**src/rtl/rover_drive_sequencer.sv**
```systemverilog
// -----------------------------------------------------------------------------
// rover_drive_sequencer
//
// Purpose:
//   Sequences the 3-bit drive-state bus that feeds the rover motor controller.
//   Drive codes on drive_state[1:0]: 00 stop, 01 right, 10 left, 11 forward;
//   bit 2 is always 0. Commands arrive over a valid/ready handshake. A stop
//   dead-time is inserted before any new nonzero drive code, every manoeuvre
//   is held for a minimum dwell before a new command is taken, and an
//   obstacle flag forces a halt with a sticky fault indication.
//
// Optional feature (compile-time macro CMD_TIMEOUT_EN):
//   When defined, an inactivity counter runs in RUN and clears on every
//   accepted command; reaching TIMEOUT_CYCLES returns the FSM to IDLE and sets
//   fault. When undefined, RUN holds its code indefinitely and no timeout
//   logic is built.
//
// Ports:
//   clk          in   1  system clock, rising edge
//   rst          in   1  asynchronous, active-high reset
//   cmd_valid    in   1  command offered
//   cmd_code     in   2  requested drive code
//   cmd_ready    out  1  command accepted on an edge with cmd_valid & cmd_ready
//   obstacle     in   1  synchronous obstacle flag, forces a halt
//   drive_state  out  3  registered code to the motor controller, {1'b0, code}
//   busy         out  1  FSM is not in IDLE
//   fault        out  1  sticky halt/timeout indicator
// -----------------------------------------------------------------------------
module rover_drive_sequencer #(
  parameter int DEAD_CYCLES    = 4,
  parameter int MIN_DWELL      = 16,
  parameter int TIMEOUT_CYCLES = 1000,
  parameter int CNT_W          = 16
) (
  input  logic       clk,
  input  logic       rst,
  input  logic       cmd_valid,
  input  logic [1:0] cmd_code,
  output logic       cmd_ready,
  input  logic       obstacle,
  output logic [2:0] drive_state,
  output logic       busy,
  output logic       fault
);

  typedef enum logic [1:0] {
    IDLE = 2'd0,
    DEAD = 2'd1,
    RUN  = 2'd2,
    HALT = 2'd3
  } state_t;

  localparam logic [CNT_W-1:0] DEAD_LAST = CNT_W'(DEAD_CYCLES - 1);
  localparam logic [CNT_W-1:0] DWELL_MAX = CNT_W'(MIN_DWELL);

  state_t           r_state;
  state_t           w_nextState;
  logic [1:0]       r_pending;
  logic [1:0]       w_nextPending;
  logic [CNT_W-1:0] r_cnt;
  logic [CNT_W-1:0] w_nextCnt;
  logic [CNT_W-1:0] r_dwell;
  logic [CNT_W-1:0] w_nextDwell;
  logic             r_fault;
  logic             w_nextFault;
  logic [2:0]       r_drive;
  logic [2:0]       w_nextDrive;
  logic             w_accept;

`ifdef CMD_TIMEOUT_EN
  localparam logic [CNT_W-1:0] TIMEOUT_LAST = CNT_W'(TIMEOUT_CYCLES - 1);
  logic [CNT_W-1:0] r_idleCnt;
  logic [CNT_W-1:0] w_nextIdleCnt;
`endif

  // Ready is combinational so a waiting command is taken on the very edge the
  // dwell expires. It is forced low during reset and whenever an obstacle is
  // present, which is what gives the obstacle priority over a command.
  assign cmd_ready = !rst && !obstacle &&
                     ((r_state == IDLE) ||
                      ((r_state == RUN) && (r_dwell >= DWELL_MAX)));

  assign w_accept    = cmd_valid && cmd_ready;
  assign drive_state = r_drive;
  assign busy        = (r_state != IDLE);
  assign fault       = r_fault;

  // Next-state logic. The obstacle check sits ahead of the per-state case so it
  // overrides anything a state would otherwise do; HALT handles the flag
  // itself because there it restarts the recovery count instead.
  always_comb begin
    w_nextState   = r_state;
    w_nextPending = r_pending;
    w_nextCnt     = r_cnt;
    w_nextDwell   = r_dwell;
    w_nextFault   = r_fault;
`ifdef CMD_TIMEOUT_EN
    w_nextIdleCnt = r_idleCnt;
`endif

    if (w_accept) begin
      w_nextFault = 1'b0;
    end

    if (obstacle && (r_state != HALT)) begin
      w_nextState   = HALT;
      w_nextPending = 2'b00;
      w_nextCnt     = '0;
      w_nextDwell   = '0;
      w_nextFault   = 1'b1;
    end else begin
      case (r_state)
        IDLE: begin
          if (w_accept && (cmd_code != 2'b00)) begin
            w_nextPending = cmd_code;
            w_nextCnt     = '0;
            w_nextState   = DEAD;
          end
        end

        DEAD: begin
          if (r_cnt == DEAD_LAST) begin
            w_nextState = RUN;
            w_nextCnt   = '0;
            w_nextDwell = '0;
`ifdef CMD_TIMEOUT_EN
            w_nextIdleCnt = '0;
`endif
          end else begin
            w_nextCnt = r_cnt + 1'b1;
          end
        end

        RUN: begin
          if (r_dwell < DWELL_MAX) begin
            w_nextDwell = r_dwell + 1'b1;
          end
`ifdef CMD_TIMEOUT_EN
          w_nextIdleCnt = r_idleCnt + 1'b1;
`endif
          if (w_accept) begin
`ifdef CMD_TIMEOUT_EN
            w_nextIdleCnt = '0;
`endif
            if (cmd_code == 2'b00) begin
              w_nextState   = IDLE;
              w_nextPending = 2'b00;
            end else if (cmd_code == r_pending) begin
              // Re-issuing the current code only restarts the dwell.
              w_nextDwell = '0;
            end else begin
              w_nextPending = cmd_code;
              w_nextCnt     = '0;
              w_nextState   = DEAD;
            end
          end
`ifdef CMD_TIMEOUT_EN
          else if (r_idleCnt == TIMEOUT_LAST) begin
            w_nextState   = IDLE;
            w_nextPending = 2'b00;
            w_nextFault   = 1'b1;
            w_nextIdleCnt = '0;
          end
`endif
        end

        HALT: begin
          if (obstacle) begin
            w_nextCnt = '0;
          end else if (r_cnt == DEAD_LAST) begin
            w_nextState = IDLE;
            w_nextCnt   = '0;
          end else begin
            w_nextCnt = r_cnt + 1'b1;
          end
        end

        default: begin
          w_nextState = IDLE;
        end
      endcase
    end

    // The output bus is registered from the next state so it changes on the
    // same edge as the state itself.
    w_nextDrive = (w_nextState == RUN) ? {1'b0, w_nextPending} : 3'b000;
  end

  // State and datapath registers with asynchronous reset so the motor bus
  // drops to stop immediately, without waiting for a clock edge.
  always_ff @(posedge clk or posedge rst) begin
    if (rst) begin
      r_state   <= IDLE;
      r_pending <= 2'b00;
      r_cnt     <= '0;
      r_dwell   <= '0;
      r_fault   <= 1'b0;
      r_drive   <= 3'b000;
`ifdef CMD_TIMEOUT_EN
      r_idleCnt <= '0;
`endif
    end else begin
      r_state   <= w_nextState;
      r_pending <= w_nextPending;
      r_cnt     <= w_nextCnt;
      r_dwell   <= w_nextDwell;
      r_fault   <= w_nextFault;
      r_drive   <= w_nextDrive;
`ifdef CMD_TIMEOUT_EN
      r_idleCnt <= w_nextIdleCnt;
`endif
    end
  end

endmodule

```
**config.mk**
```make
export PLATFORM = sky130hd
export DESIGN_NAME = rover_drive_sequencer
export DESIGN_NICKNAME = d
export VERILOG_FILES = /design/src/rtl/rover_drive_sequencer.sv
export SDC_FILE = /design/constraint.sdc
export NUM_CORES = 1
export LEC_CHECK = 0
export CORE_MARGIN = 3
export CORE_UTILIZATION = 60
export CTS_BUF_LIST = sky130_fd_sc_hd__clkbuf_4 sky130_fd_sc_hd__clkbuf_8
export CTS_CLUSTER_SIZE = 25
export DETAILED_ROUTE_END_ITERATION = 8
export PLACE_DENSITY = 0.8
export SLEW_MARGIN = 15
export SYNTH_ARGS = -nofsm -noshare
export SYNTH_HDL_FRONTEND = slang
export SYNTH_SLANG_ARGS = --single-unit
```
**constraint.sdc**
```tcl
create_clock -name clk -period 2.27 [get_ports clk]
set_input_delay 0.454 -clock clk [delete_from_list [all_inputs] [get_ports clk]]
set_output_delay 0.454 -clock clk [all_outputs]
set_load 0.005 [all_outputs]
```
==> After elaboration in Yosys (flattened, before gate mapping) <==
Cells that the tools add are included.
{ "word_totals": {"register_bits": 39, "in_bits": 6, "out_inout_bits": 6} }
{ "op_classes": {"addsub": 2, "order_cmp": 2, "n_eq_ne": 12, "muxes": 33, "reduce_logical": 17} }
{ "op_table": {"columns": ["cell", "count"], "rows": [
  ["$mux W16", 13],
  ["$pmux W16 S4", 1],
  ["$add A16 B1 Y16 const B", 2],
  ["$pmux W16 S2", 1],
  ["$mux W2", 14],
  ["$eq A16 B2 Y1 const B", 1],
  ["$ge A16 B5 Y1 const B", 1],
  ["$lt A16 B5 Y1 const B", 1],
  ["$ne A3 B3 Y1 const B", 3],
  ["$pmux W2 S4", 1],
  ["$eq A2 B2 Y1 const B", 3],
  ["$logic_and A1 B1 Y1", 6],
  ["$reduce_bool A2 Y1", 3],
  ["$logic_not A2 Y1", 2],
  ["$pmux W2 S2", 1],
  ["$reduce_and A4 Y1", 1],
  ["$ne A3 B1 Y1 const B", 1],
  ["$ne A3 B2 Y1 const B", 1],
  ["$reduce_bool A3 Y1", 1],
  ["$eq A2 B1 Y1 const B", 1],
  ["$eq A2 B2 Y1", 1],
  ["$logic_not A1 Y1", 2],
  ["$mux W1", 2],
  ["$ne A2 B2 Y1 const B", 1],
  ["2 further kinds", 2]
]} }

==> Longest topological paths before layout <==
{ "logic_depth": {"word_depth": 11, "mapped_depth": 8, "depth_no_buf": 7} }

==> Least setup slack after synthesis <==
No wires, ideal clock.
{ "synth_timing": {"path_kind": "input to output", "startpoint": "input port rst", "endpoint": "output port cmd_ready", "arrival_ns": 1.582, "path_slack_ns": 0.234, "stages": 2, "path_buffers": 0, "path_cell_list": "inv_1 and3_1"} }
{ "synth_between": {"elab_chain_cells": 3} }
{ "synth_lines": {"columns": ["element", "line_no", "rtl"], "rows": [
  ["start: declaration", "36", "input logic rst,"],
  ["$logic_not A1 Y1 (no line)", null, null],
  ["$logic_and A1 B1 Y1 (2 in a row)", "79", "assign cmd_ready = !rst && !obstacle &&"],
  ["end: declaration", "39", "output logic cmd_ready,"]
]} }
Every way passes these cells.

==> Worst setup path after layout <==
{ "layout_timing": {"startpoint": "register r_state[0]", "endpoint": "output port busy"} }
{ "layout_between": {"elab_chain_cells": 1} }
{ "layout_lines": {"columns": ["element", "line_no", "rtl"], "rows": [
  ["start: declaration", "56", "state_t r_state;"],
  ["start signal: assignment", "203", "r_state <= w_nextState;"],
  ["$reduce_bool A2 Y1", "85", "assign busy = (r_state != IDLE);"],
  ["end: declaration", "42", "output logic busy,"]
]} }
Every way passes these cells.

==> impl_metrics.toml <==
[power_and_ir_drop]
combPwrFrac_pct = 26.3
swShare_pct = 31.24
total_power_uw = 1771
p_leak_uw = 0.001065
p_sw_uw = 553.0
p_int_uw = 1218
worst_ir_drop_vdd_mv = 0.5590
power_density_nw_per_um2 = 729.4
pwr-share-clk_pct = 27.7
p_seq_share_pct = 46.0

[setup_path]
cp.arrival_ns = 1.80
r2r_setup_slack_ns = 0.12
r2r_end = "r_dwell[14]"
path_max_fanout = 10
start_kind = "register"
r2r_start = "r_cnt[9]"
worstPathRequired_ns = 1.82
rr_worst_depth = 6
path_class = "register to output pin"
end_kind = "output pin"

[logic_synthesis]
ys.flop_type = "dfrtp_1"
synth_edf_count = 0
yosysTopAreaCell = "dfrtp_1"
syn_avg_cell_area_sq_um = 9.295
async_flop_share_pct = 100.0
netlist_instances = 224
netlist_area_sq_um = 2082
yosysMostFrequentCell = "dfrtp_1"
synthTopCellsByCount = "dfrtp_1, nand2_1, o21ai_0"
synth-seq-cells = 39
synth_warnings = 0
yosys-top-cells-area = "dfrtp_1, o21ai_0, nand2_1, o31ai_1, and2_1"
seq_area_frac_synth_pct = 46.88
synth.distinct_cells = 46
synth_nets = 233
yosysTopAreaCellShare_pct = 46.88

[floorplanning]
core_sq_um = 3178
die_area_sq_um = 4213
io_pins = 12
initial_utilization_pct = 65.51
row_count = 20
dieWidth_um = 64.91
die_height_um = 64.91

[clocking]
ctsHoldBuffers = 0
clk_latency_ns = 0.35
cts_root_buffer = "clkbuf_4"
htreeDepth = 2
clk_pin_slew_ns = 0.13
cts.sinks = 39
numCtsBuffers = 5
cts_buffer_depth = 2
cts_tree = "done"

[min_path]
min_path_type = "register to register"
hp-start = "r_cnt[15]"
whs_path_depth = 1
min_to = "r_cnt[15]"

[drt]
avgRoutedWirePerCell_um = 15.88
drc = 0
antenna_left = 0
vias = 1773
initialDrtViolationCount = 186
vias_per_cell = 6.114
finalWirelength_um = 4605
first_pass_iters = 4

[finish]
seq_area_sq_um = 975.9
diodes = 0
nFillCells = 218
drive_gt1_share_pct = 16.26
final_nets = 254
multi_input_area_sq_um = 1064
syn_to_final_growth_pct = 16.59

[placement]
io_buffers = 10
dp_hpwl_um = 3158
finalWeightedCongestion = 0.8932

[timing]
fin_crit_sh_pct = 99.17
finalSetupViolCount = 0
clock.fmax_mhz = 444.2
finalCriticalPeriod_ns = 2.251
fin_worst_skew_ns = 0.01929
maxSlewViolCount = 0
finalSetupTns_ns = 0
finalHoldWorstSlack_ns = 0.4852
finalHoldViolCount = 0

[grt]
grt_pass1_vias = 1737
grt_antenna_before_repair = 0
grt_pass1_wl_um = 7893
grt_remaining_overflow = 0
grt_max_degree = 40
grt_use_total_pct = 24.00

[run_status]
outcome = "complete, no violations"

[flow_run]
cap_violations = 0
[power by group through the flow]
| stage | combinational (uW) | clock (uW) | sequential, uW |
|---|---|---|---|
| floorplan | 302 | 0 | 809 |
| global placement | 392 | 0 | 820 |
| detailed placement | 418 | 0 | 826 |
| CTS | 451 | 500 | 810 |
| global route | 521 | 530 | 824 |
| finish | 465 | 491 | 814 |
[layout make-up]
class,instances,area share [%]
Multi-Input combinational cell,166,43.81
Sequential cell,39,40.21
Clock buffer,6,2.113
Timing Repair Buffer,25,8.763
Clock inverter,2,1.443
Inverter,8,1.392
Tap cell,44,2.268
[state kept, by name (all words and copies together), names as in the netlist]
signal,flops
fault,1
r_state,2
drive_state,2
r_pending,2
r_dwell,16
r_cnt,16
[worst max-delay path by stage]
stage	start	to	slack [ns]	depth (start not counted)
finish	r_state[0]	busy	0.02	3
global route	r_state[0]	busy	-0.03	3
CTS	r_cnt[9]	r_cnt[12]	0.04	7
detailed placement	rst	drive_state[0]	-0.01	8
global placement	rst	drive_state[0]	0.002	8
floorplan	rst	cmd_ready	0.23	2
[cells in the final DEF (no fill, tap or decap), types with 3 or more instances in the layout]
master / n
nor2_1: 15
nor2b_1: 7
and2_1: 10
clkbuf_4: 5
nand3_1: 10
o31ai_1: 10
xnor2_1: 4
clkdlybuf4s50_1: 9
a21oi_1: 6
nand2_1: 20
dfrtp_1: 39
nor4_2: 5
buf_4: 15
a31oi_1: 6
ha_1: 3
and3_1: 10
nand4_1: 3
o21ai_0: 18
and2_4: 6
inv_1: 7
[repair_timing]
| action | CTS | global route |
|---|---|---|
| setup endpoints to repair | 1 | 21 |
| pin swaps | 2 | 3 |
| resized for setup | 4 | 7 |
| buffers inserted | 2 | 1 |
[worst max-delay path, cell delays in order, from the launching register on]
cell and delay [ns]:
dfrtp_1 0.55, clkinvlp_4 0.27, nand2_1 0.13, clkdlybuf4s50_1 0.50
[through the flow]
stage | instance area, sq um | setup slack (ns) | util (%) | std cells
2_1_floorplan | 2082 | 0.2336 | - | 224
3_3_place_gp | 2271 | 0.002121 | 71.46 | 279
5_1_grt | 2427 | -0.03194 | 76.38 | 290
6_report | 2427 | 0.01880 | 76.38 | 290
3_5_place_dp | 2271 | -0.01249 | 71.46 | 279
4_1_cts | 2386 | 0.03730 | 75.08 | 289
[layer usage]
layer	up-vias	share of wire, %	GRT usage, %
li1	849	-	-
met1	853	45	31.83
met2	57	47	38.06
met3	14	5.0	5.893
met4	0	2.3	8.707
met5	-	0	0
[cells by family (layout without fill, tap and decap cells)]
logic type      after synthesis  in the layout  share of synthesized area, %
mux                           1              1                        0.4808
compound gates               57             57                         18.09
flops                        39             39                         46.88
other cells                   1              1                        0.1801
xor+xnor                      5              5                         2.103
buf+inv                      19             41                         4.147
fa+ha+maj                     3              3                         1.803
simple gates                 99             99                         26.32
(Power assumes the default switching activity.)
